==> src/rtl/spike_pkg.sv <==
// Shared spike-train constants and types, common to the decoder and lif-side blocks.
package spike_pkg;

  localparam int WIN_BASE  = 16;
  localparam int WIN_SEL_W = 3;
  localparam int WIN_CNT_W = 11;

  typedef enum logic {
    IDLE  = 1'b0,
    COUNT = 1'b1
  } state_e;

  // Index of the terminal cycle of a window of (WIN_BASE << sel) cycles.
  function automatic logic [WIN_CNT_W-1:0] win_last(input logic [WIN_SEL_W-1:0] sel);
    logic [WIN_CNT_W:0] len;
    len = (WIN_CNT_W+1)'(WIN_BASE) << sel;
    len = len - (WIN_CNT_W+1)'(1);
    return len[WIN_CNT_W-1:0];
  endfunction

endpackage

==> src/rtl/spike_isi_timer.sv <==
// Rising-edge detector plus saturating inter-spike-interval counter.
// All history is cleared whenever run_i is low.
module spike_isi_timer #(
  parameter int ISI_W = 8
) (
  input  logic             clk_i,
  input  logic             rst_ni,
  input  logic             run_i,
  input  logic             spike_i,
  output logic             edge_o,
  output logic [ISI_W-1:0] isi_o
);

  logic             prev_q;
  logic             seen_q;
  logic [ISI_W-1:0] cnt_q;
  logic [ISI_W-1:0] last_q;

  assign edge_o = run_i && spike_i && !prev_q;
  // Includes an interval completing this cycle so a window-end latch sees it.
  assign isi_o  = (edge_o && seen_q) ? cnt_q : last_q;

  always_ff @(posedge clk_i or negedge rst_ni) begin
    if (!rst_ni) begin
      prev_q <= 1'b0;
      seen_q <= 1'b0;
      cnt_q  <= '0;
      last_q <= '0;
    end else if (!run_i) begin
      prev_q <= 1'b0;
      seen_q <= 1'b0;
      cnt_q  <= '0;
      last_q <= '0;
    end else begin
      prev_q <= spike_i;
      if (edge_o) begin
        seen_q <= 1'b1;
        last_q <= isi_o;
        cnt_q  <= ISI_W'(1);
      end else if (cnt_q != '1) begin
        cnt_q  <= cnt_q + ISI_W'(1);
      end
    end
  end

endmodule

==> src/rtl/spike_decoder.sv <==
// Windowed rate and ISI decoder for a lif spike train, with a valid/ready
// result register and a sticky overrun flag.
module spike_decoder
  import spike_pkg::*;
#(
  parameter int RATE_W = 8,
  parameter int ISI_W  = 8
) (
  input  logic                 clk,
  input  logic                 rst_n,
  input  logic                 ena,
  input  logic                 spike_in,
  input  logic [WIN_SEL_W-1:0] win_sel,
  output logic [RATE_W-1:0]    rate_out,
  output logic [ISI_W-1:0]     isi_out,
  output logic                 valid,
  input  logic                 ready,
  output logic                 overrun
);

  state_e                 state_q;
  logic [WIN_SEL_W-1:0]   sel_q;
  logic [WIN_CNT_W-1:0]   win_cnt_q;
  logic [RATE_W-1:0]      rate_cnt_q;
  logic [RATE_W-1:0]      rate_d;
  logic [RATE_W-1:0]      rate_q;
  logic [ISI_W-1:0]       isi_q;
  logic                   valid_q;
  logic                   overrun_q;
  logic                   run;
  logic                   win_end;
  logic                   spk_edge;
  logic [ISI_W-1:0]       isi_now;

  assign run     = (state_q == COUNT) && ena;
  assign win_end = run && (win_cnt_q == win_last(sel_q));
  assign rate_d  = (spk_edge && rate_cnt_q != '1) ? rate_cnt_q + RATE_W'(1) : rate_cnt_q;

  spike_isi_timer #(.ISI_W(ISI_W)) u_isi (
    .clk_i   (clk),
    .rst_ni  (rst_n),
    .run_i   (run),
    .spike_i (spike_in),
    .edge_o  (spk_edge),
    .isi_o   (isi_now)
  );

  always_ff @(posedge clk or negedge rst_n) begin
    if (!rst_n) begin
      state_q    <= IDLE;
      sel_q      <= '0;
      win_cnt_q  <= '0;
      rate_cnt_q <= '0;
      rate_q     <= '0;
      isi_q      <= '0;
      valid_q    <= 1'b0;
      overrun_q  <= 1'b0;
    end else begin
      case (state_q)
        IDLE: if (ena) begin
          state_q <= COUNT;
          sel_q   <= win_sel;
        end
        COUNT: begin
          if (!ena)        state_q <= IDLE;
          else if (win_end) sel_q  <= win_sel;
        end
        default: state_q <= IDLE;
      endcase

      // Dropping ena discards the partial window; a window end restarts with no gap.
      if (!run || win_end) begin
        win_cnt_q  <= '0;
        rate_cnt_q <= '0;
      end else begin
        win_cnt_q  <= win_cnt_q + WIN_CNT_W'(1);
        rate_cnt_q <= rate_d;
      end

      if (win_end) begin
        rate_q  <= rate_d;
        isi_q   <= isi_now;
        valid_q <= 1'b1;
        if (valid_q && !ready) overrun_q <= 1'b1;
      end else if (valid_q && ready) begin
        valid_q <= 1'b0;
      end
    end
  end

  assign rate_out = rate_q;
  assign isi_out  = isi_q;
  assign valid    = valid_q;
  assign overrun  = overrun_q;

endmodule

==> config.mk <==
export PLATFORM = sky130hd
export DESIGN_NAME = spike_decoder
export DESIGN_NICKNAME = d
export VERILOG_FILES = /design/src/rtl/spike_pkg.sv /design/src/rtl/spike_isi_timer.sv /design/src/rtl/spike_decoder.sv
export SDC_FILE = /design/constraint.sdc
export NUM_CORES = 1
export LEC_CHECK = 0
export CAP_MARGIN = 30
export CELL_PAD_IN_SITES_DETAIL_PLACEMENT = 0
export CELL_PAD_IN_SITES_GLOBAL_PLACEMENT = 1
export CORE_MARGIN = 2
export CORE_UTILIZATION = 25
export CTS_BUF_LIST = sky130_fd_sc_hd__clkbuf_8
export DETAILED_ROUTE_END_ITERATION = 10
export GPL_TIMING_DRIVEN = 0
export PLACE_DENSITY_LB_ADDON = 0.1
export SYNTH_ARGS = -nofsm -noshare
export SYNTH_HDL_FRONTEND = slang
export SYNTH_SLANG_ARGS = --single-unit
==> constraint.sdc <==
create_clock -name clk -period 6.2 [get_ports clk]
set_input_delay 1.55 -clock clk [delete_from_list [all_inputs] [get_ports clk]]
set_output_delay 1.55 -clock clk [all_outputs]
set_load 0.01 [all_outputs]
## Word-level counts from Yosys, hierarchy flattened

Cells that the tools add are included.

- Memory bits (read-only): 0
- Memories kept: 0
- RAM bits: 0
- Register bits after elaboration: 59
- Logic and storage cells: 60
- Input port bits: 8
- Bits in latches: 0

- Shift-type cells: 1
- Reductions and logical operators: 15
- Mux-type cells: 19
- $lt $le $gt $ge: 0
- Div/mod/pow operators: 0
- Bitwise gates (word level): 1
- Equality and inequality tests: 8
- $mul: 0
- $add $sub $neg: 4

Operators by type and width:

| cell | number |
|---|---|
| $mux 8 | 8 |
| $add 8x1->8 const B | 2 |
| $ne 8x8->1 const B | 2 |
| $add 11x1->11 const B | 1 |
| $eq 11x11->1 | 1 |
| $mux 11 | 1 |
| $shl 5x3->11 const A | 1 |
| $sub 11x1->11 const B | 1 |
| $mux 3 | 3 |
| $logic_and 1x1->1 | 8 |
| $mux 1 | 6 |
| $pmux 3 s2 | 1 |
| $ne 2x1->1 const B | 2 |
| $ne 2x2->1 const B | 2 |
| $logic_not 1->1 | 3 |
| $ne 3x1->1 const B | 1 |
| $reduce_and 3->1 | 1 |
| $reduce_and 2->1 | 1 |
| $reduce_bool 2->1 | 1 |
| $logic_or 1x1->1 | 1 |
| $not 1->1 | 1 |

## Longest topological paths before layout

- Depth in word-level cells: 7
- Depth in mapped cells: 12

## Cells and area by module

A second synthesis with hierarchy kept.

- Cells, all modules: 261
- Area total of the unflattened synthesis: 3014.1 µm²

By module, submodules not included:

| module | cells an instance | area an instance (µm²) | times used | sequential area each (µm²) |
|---|---|---|---|---|
| spike_decoder | 179 | 2065.7 | 1 | 1026.0 |
| spike_isi_timer | 82 | 948.4 | 1 | 450.4 |

## Worst setup path before layout

No wires, ideal clock.

- Kind: input to register
- From: input port spike_in
- To: register isi_q[6] (netlist: isi_out[6])
- Arrival time: 3.246 ns
- Setup slack: 2.829 ns
- Stages on the path: 7
- Required time: 6.075 ns
- Cell sequence: and3_1 > nor2b_1 > and2_1 > clkbuf_1 > clkbuf_1 > mux2_2 > mux2_2

- Cells in the longest elaborated chain, start to end: 4

Ends and longest elaborated chain:

| element | line | text |
|---|---|---|
| start, declared | spike_decoder.sv:12 | `input logic spike_in,` |
| $logic_and 1x1->1 (2 in series) | spike_isi_timer.sv:19 | `assign edge_o = run_i && spike_i && !prev_q;` |
| $logic_and 1x1->1 | spike_isi_timer.sv:21 | `assign isi_o = (edge_o && seen_q) ? cnt_q : last_q;` |
| $mux 8 | spike_isi_timer.sv:21 |  |
| end signal, assigned | spike_decoder.sv:82 | `isi_q <= isi_now;` |
| end, declared | spike_decoder.sv:27 | `logic [ISI_W-1:0] isi_q;` |

No other way between the ends.
A chain may end at the register's enable or synchronous reset.

## Worst setup path after layout

- From: input port ena
- To: register isi_q[7] (netlist: isi_out[7])

- Cells in the longest elaborated chain, start to end: 5
- Elaborated cells on any way between the ends: 6
- Those cells by class: mux: 1; reduce/logical: 5

Ends and longest elaborated chain:

| element | line | text |
|---|---|---|
| start, declared | spike_decoder.sv:11 | `input logic ena,` |
| $logic_and 1x1->1 (*) | spike_decoder.sv:35 | `assign run = (state_q == COUNT) && ena;` |
| $logic_and 1x1->1 (2 in series) | spike_isi_timer.sv:19 |  |
| $logic_and 1x1->1 | spike_isi_timer.sv:21 |  |
| $mux 8 | spike_isi_timer.sv:21 |  |

Mark *: on every way between the ends. The rest lies on a longest branch, timed or not.

==> impl_metrics.env <==
export IMPL_drtPass1Iterations=7
export IMPL_initial_core_util_pct=25.8
export IMPL_drtAntennaViolNets=0
export IMPL_switching_share_pct=24.1
export IMPL_cts_setup_buffers=0
export IMPL_leakagePower_nw=1.60
export IMPL_die_area_um2=12800
export IMPL_vdd_drop_max_v=0.000114
export IMPL_syn_area_um2=2970
export IMPL_worstSetupEndpointType="register"
export IMPL_internal_power_uw=677
export IMPL_area_delta_synth_final_pct=22.1
export IMPL_fin_crit_sh_pct=63.4
export IMPL_root_buffer="clkbuf_8"
export IMPL_hold_path_class="register to register"
export IMPL_core_area_um2=11500
export IMPL_setup_worst_path_class="input pin to register"
export IMPL_grtUsageTotal_pct=11.6
export IMPL_drc=1
export IMPL_finalHoldViolCount=0
export IMPL_dieHeight_um=113
export IMPL_clk_pin_slew_ns=0.07
export IMPL_combPwrFrac_pct=8.3
export IMPL_yosysUniqueCellTypes=46
export IMPL_cts_path_max_buffers=2
export IMPL_power_switching_uw=215
export IMPL_multiInputGateArea_um2=1380
export IMPL_num_fill_cells=1226
export IMPL_wire_per_inst_um=14.5
export IMPL_via_per_inst=4.70
export IMPL_timing_fmax_ghz=0.254
export IMPL_min_period_ns=3.93
export IMPL_cp_data_required_time_ns=6.43
export IMPL_place_congestion=0.712
export IMPL_clkPwrFrac_pct=47.4
export IMPL_synth_nets=295
export IMPL_seqPwrFrac_pct=44.3
export IMPL_grt_pass1_vias=2290
export IMPL_ios=26
export IMPL_h_tree_depth=3
export IMPL_routed_wl_um=6770
export IMPL_worst_skew_pair_late_latency_ns=0.35
export IMPL_drive_gt1_share_pct=13.0
export IMPL_synth_edf_count=0
export IMPL_violations="DRC"
export IMPL_worstPathMaxFanout=10
export IMPL_drv_slew=0
export IMPL_rows=39
export IMPL_grt_pass1_wl_um=11700
export IMPL_fin_skew_ns=0.0106
export IMPL_register_area_um2=1480
export IMPL_rsz0062_at_grt="no"
export IMPL_start_kind="input pin"
export IMPL_cts_resized=0
export IMPL_slew_headroom_pct=46.9
export IMPL_ys_flop_type="dfrtp_1"
export IMPL_cts_sinks=59
export IMPL_final_cells=466
export IMPL_die_w_um=113
export IMPL_synthArstFlopShare_pct=100
export IMPL_portBuffers=25
export IMPL_cts_buffers=9
export IMPL_gr_total_overflow=0
export IMPL_yosysWarnings=0
export IMPL_setup_viol=0
export IMPL_fin_tns_setup_ns=0
export IMPL_run_status="complete, but fails checks"
export IMPL_antenna_cells=0
export IMPL_grt_antenna_before_repair=0
export IMPL_syn_instance_count=283
export IMPL_powerDensity_nw_per_um2=246
export IMPL_final_cell_mix="dfrtp_1, nor2_1, clkdlybuf4s50_1"
export IMPL_num_vias=2192
export IMPL_cts_tree="built"
export IMPL_holdBufCountCts=0
export IMPL_grt_max_degree=60
export IMPL_drtIter0Drc=61
export IMPL_worst_endpoint_arrival_ns=4.17
export IMPL_post_place_cells=451
export IMPL_layout_commonest_cell="dfrtp_1"
export IMPL_syn_area_per_cell_um2=10.5
export IMPL_maxCapViolCount=0
export IMPL_yosysSeqAreaShare_pct=49.7
export IMPL_dp_hpwl_um=4550
export IMPL_ys_ff_latch=59
export IMPL_worst_pin_slew_ns=0.790
export IMPL_fin_nets=331
critical path, stage by stage:
cell	delay, ns
clkdlybuf4s50_1	0.54
and3_1	0.19
nor2b_1	0.30
and2_1	0.19
clkbuf_1	0.33
clkbuf_1	0.43
mux2_2	0.39
mux2_2	0.26
power groups by stage:
stage               Combinational, mW  Sequential, mW  Clock, mW
floorplan                      0.0482           0.401          0
global placement               0.0751           0.403          0
detailed placement             0.0753           0.403          0
CTS                            0.0759           0.395      0.441
global route                   0.0844           0.396      0.453
finish                         0.0738           0.395      0.422
cells in the mapped netlist (6+ instances only):
| cell type | count | area, um^2 |
|---|---|---|
| inv_1 | 14 | 52.6 |
| mux2_2 | 16 | 180 |
| nand3_1 | 16 | 80.1 |
| xnor2_1 | 10 | 87.6 |
| o21ai_0 | 12 | 60.1 |
| nor2_1 | 30 | 113 |
| dfrtp_1 | 59 | 1480 |
| clkbuf_1 | 7 | 26.3 |
| and3_1 | 6 | 37.5 |
| a22o_1 | 9 | 78.8 |
| xor2_1 | 8 | 70.1 |
| mux2i_1 | 12 | 120 |
| nand2_1 | 18 | 67.6 |
state kept, by name, summed over array words and instances, names as in the netlist, 3 cells and up:
| signal | count |
|---|---|
| rate_cnt_q | 8 |
| isi_out | 8 |
| win_cnt_q | 11 |
| rate_out | 8 |
| sel_q | 3 |
| u_isi.cnt_q | 8 |
| u_isi.last_q | 8 |
stage by stage:
stage	setup WS (ns)	total power, mW	hold slack, ns	cell area (um^2)	utilization (%)
after global placement	1.36	0.478	0.451	3400	29.5
final	2.27	0.892	0.456	3630	31.5
after detailed placement	1.85	0.478	0.455	3400	29.5
after CTS	2.21	0.912	0.464	3630	31.5
after floorplan	2.83	0.449	0.425	2970	-
after global routing	2.08	0.934	0.494	3630	31.5
worst paths after layout:
path	startpoint	slack [ns]	endpoint	cells after the start
setup reg to reg	sel_q[0]	2.79	rate_out[0]	10
hold / removal	win_cnt_q[0]	0.46	win_cnt_q[0]	1
max in group asynchronous	rst_n	4.39	win_cnt_q[5]	1
setup / recovery	ena	2.27	isi_out[7]	8
min in group asynchronous	rst_n	1.27	rate_out[3]	1
hold reg to reg	win_cnt_q[0]	0.46	win_cnt_q[0]	1
kinds of logic after synthesis:
family,synth area share [%]
flops,49.7
fa+ha+maj,1.68
simple gates,18.4
mux,10.1
xor+xnor,5.30
compound gates,11.0
buf+inv,3.87
metal layers:
metal	share of wire, %	up-vias	global-route usage, %
met4	1.7	0	3.90
met5	0	-	0
li1	-	1082	-
met2	47	47	18.7
met3	4.3	8	3.54
met1	47	1055	14.9
final cells by class:
type                            count  share of cell area [%]
Clock inverter                      6                    2.93
Inverter                           14                    1.45
Buffer                             13                    1.72
Clock buffer                        9                    3.41
Timing Repair Buffer               25                    6.83
Multi-Input combinational cell    197                    38.1
Sequential cell                    59                    40.7
Tap cell                          143                    4.93
No activity file was read; power rests on OpenSTA's default activity.
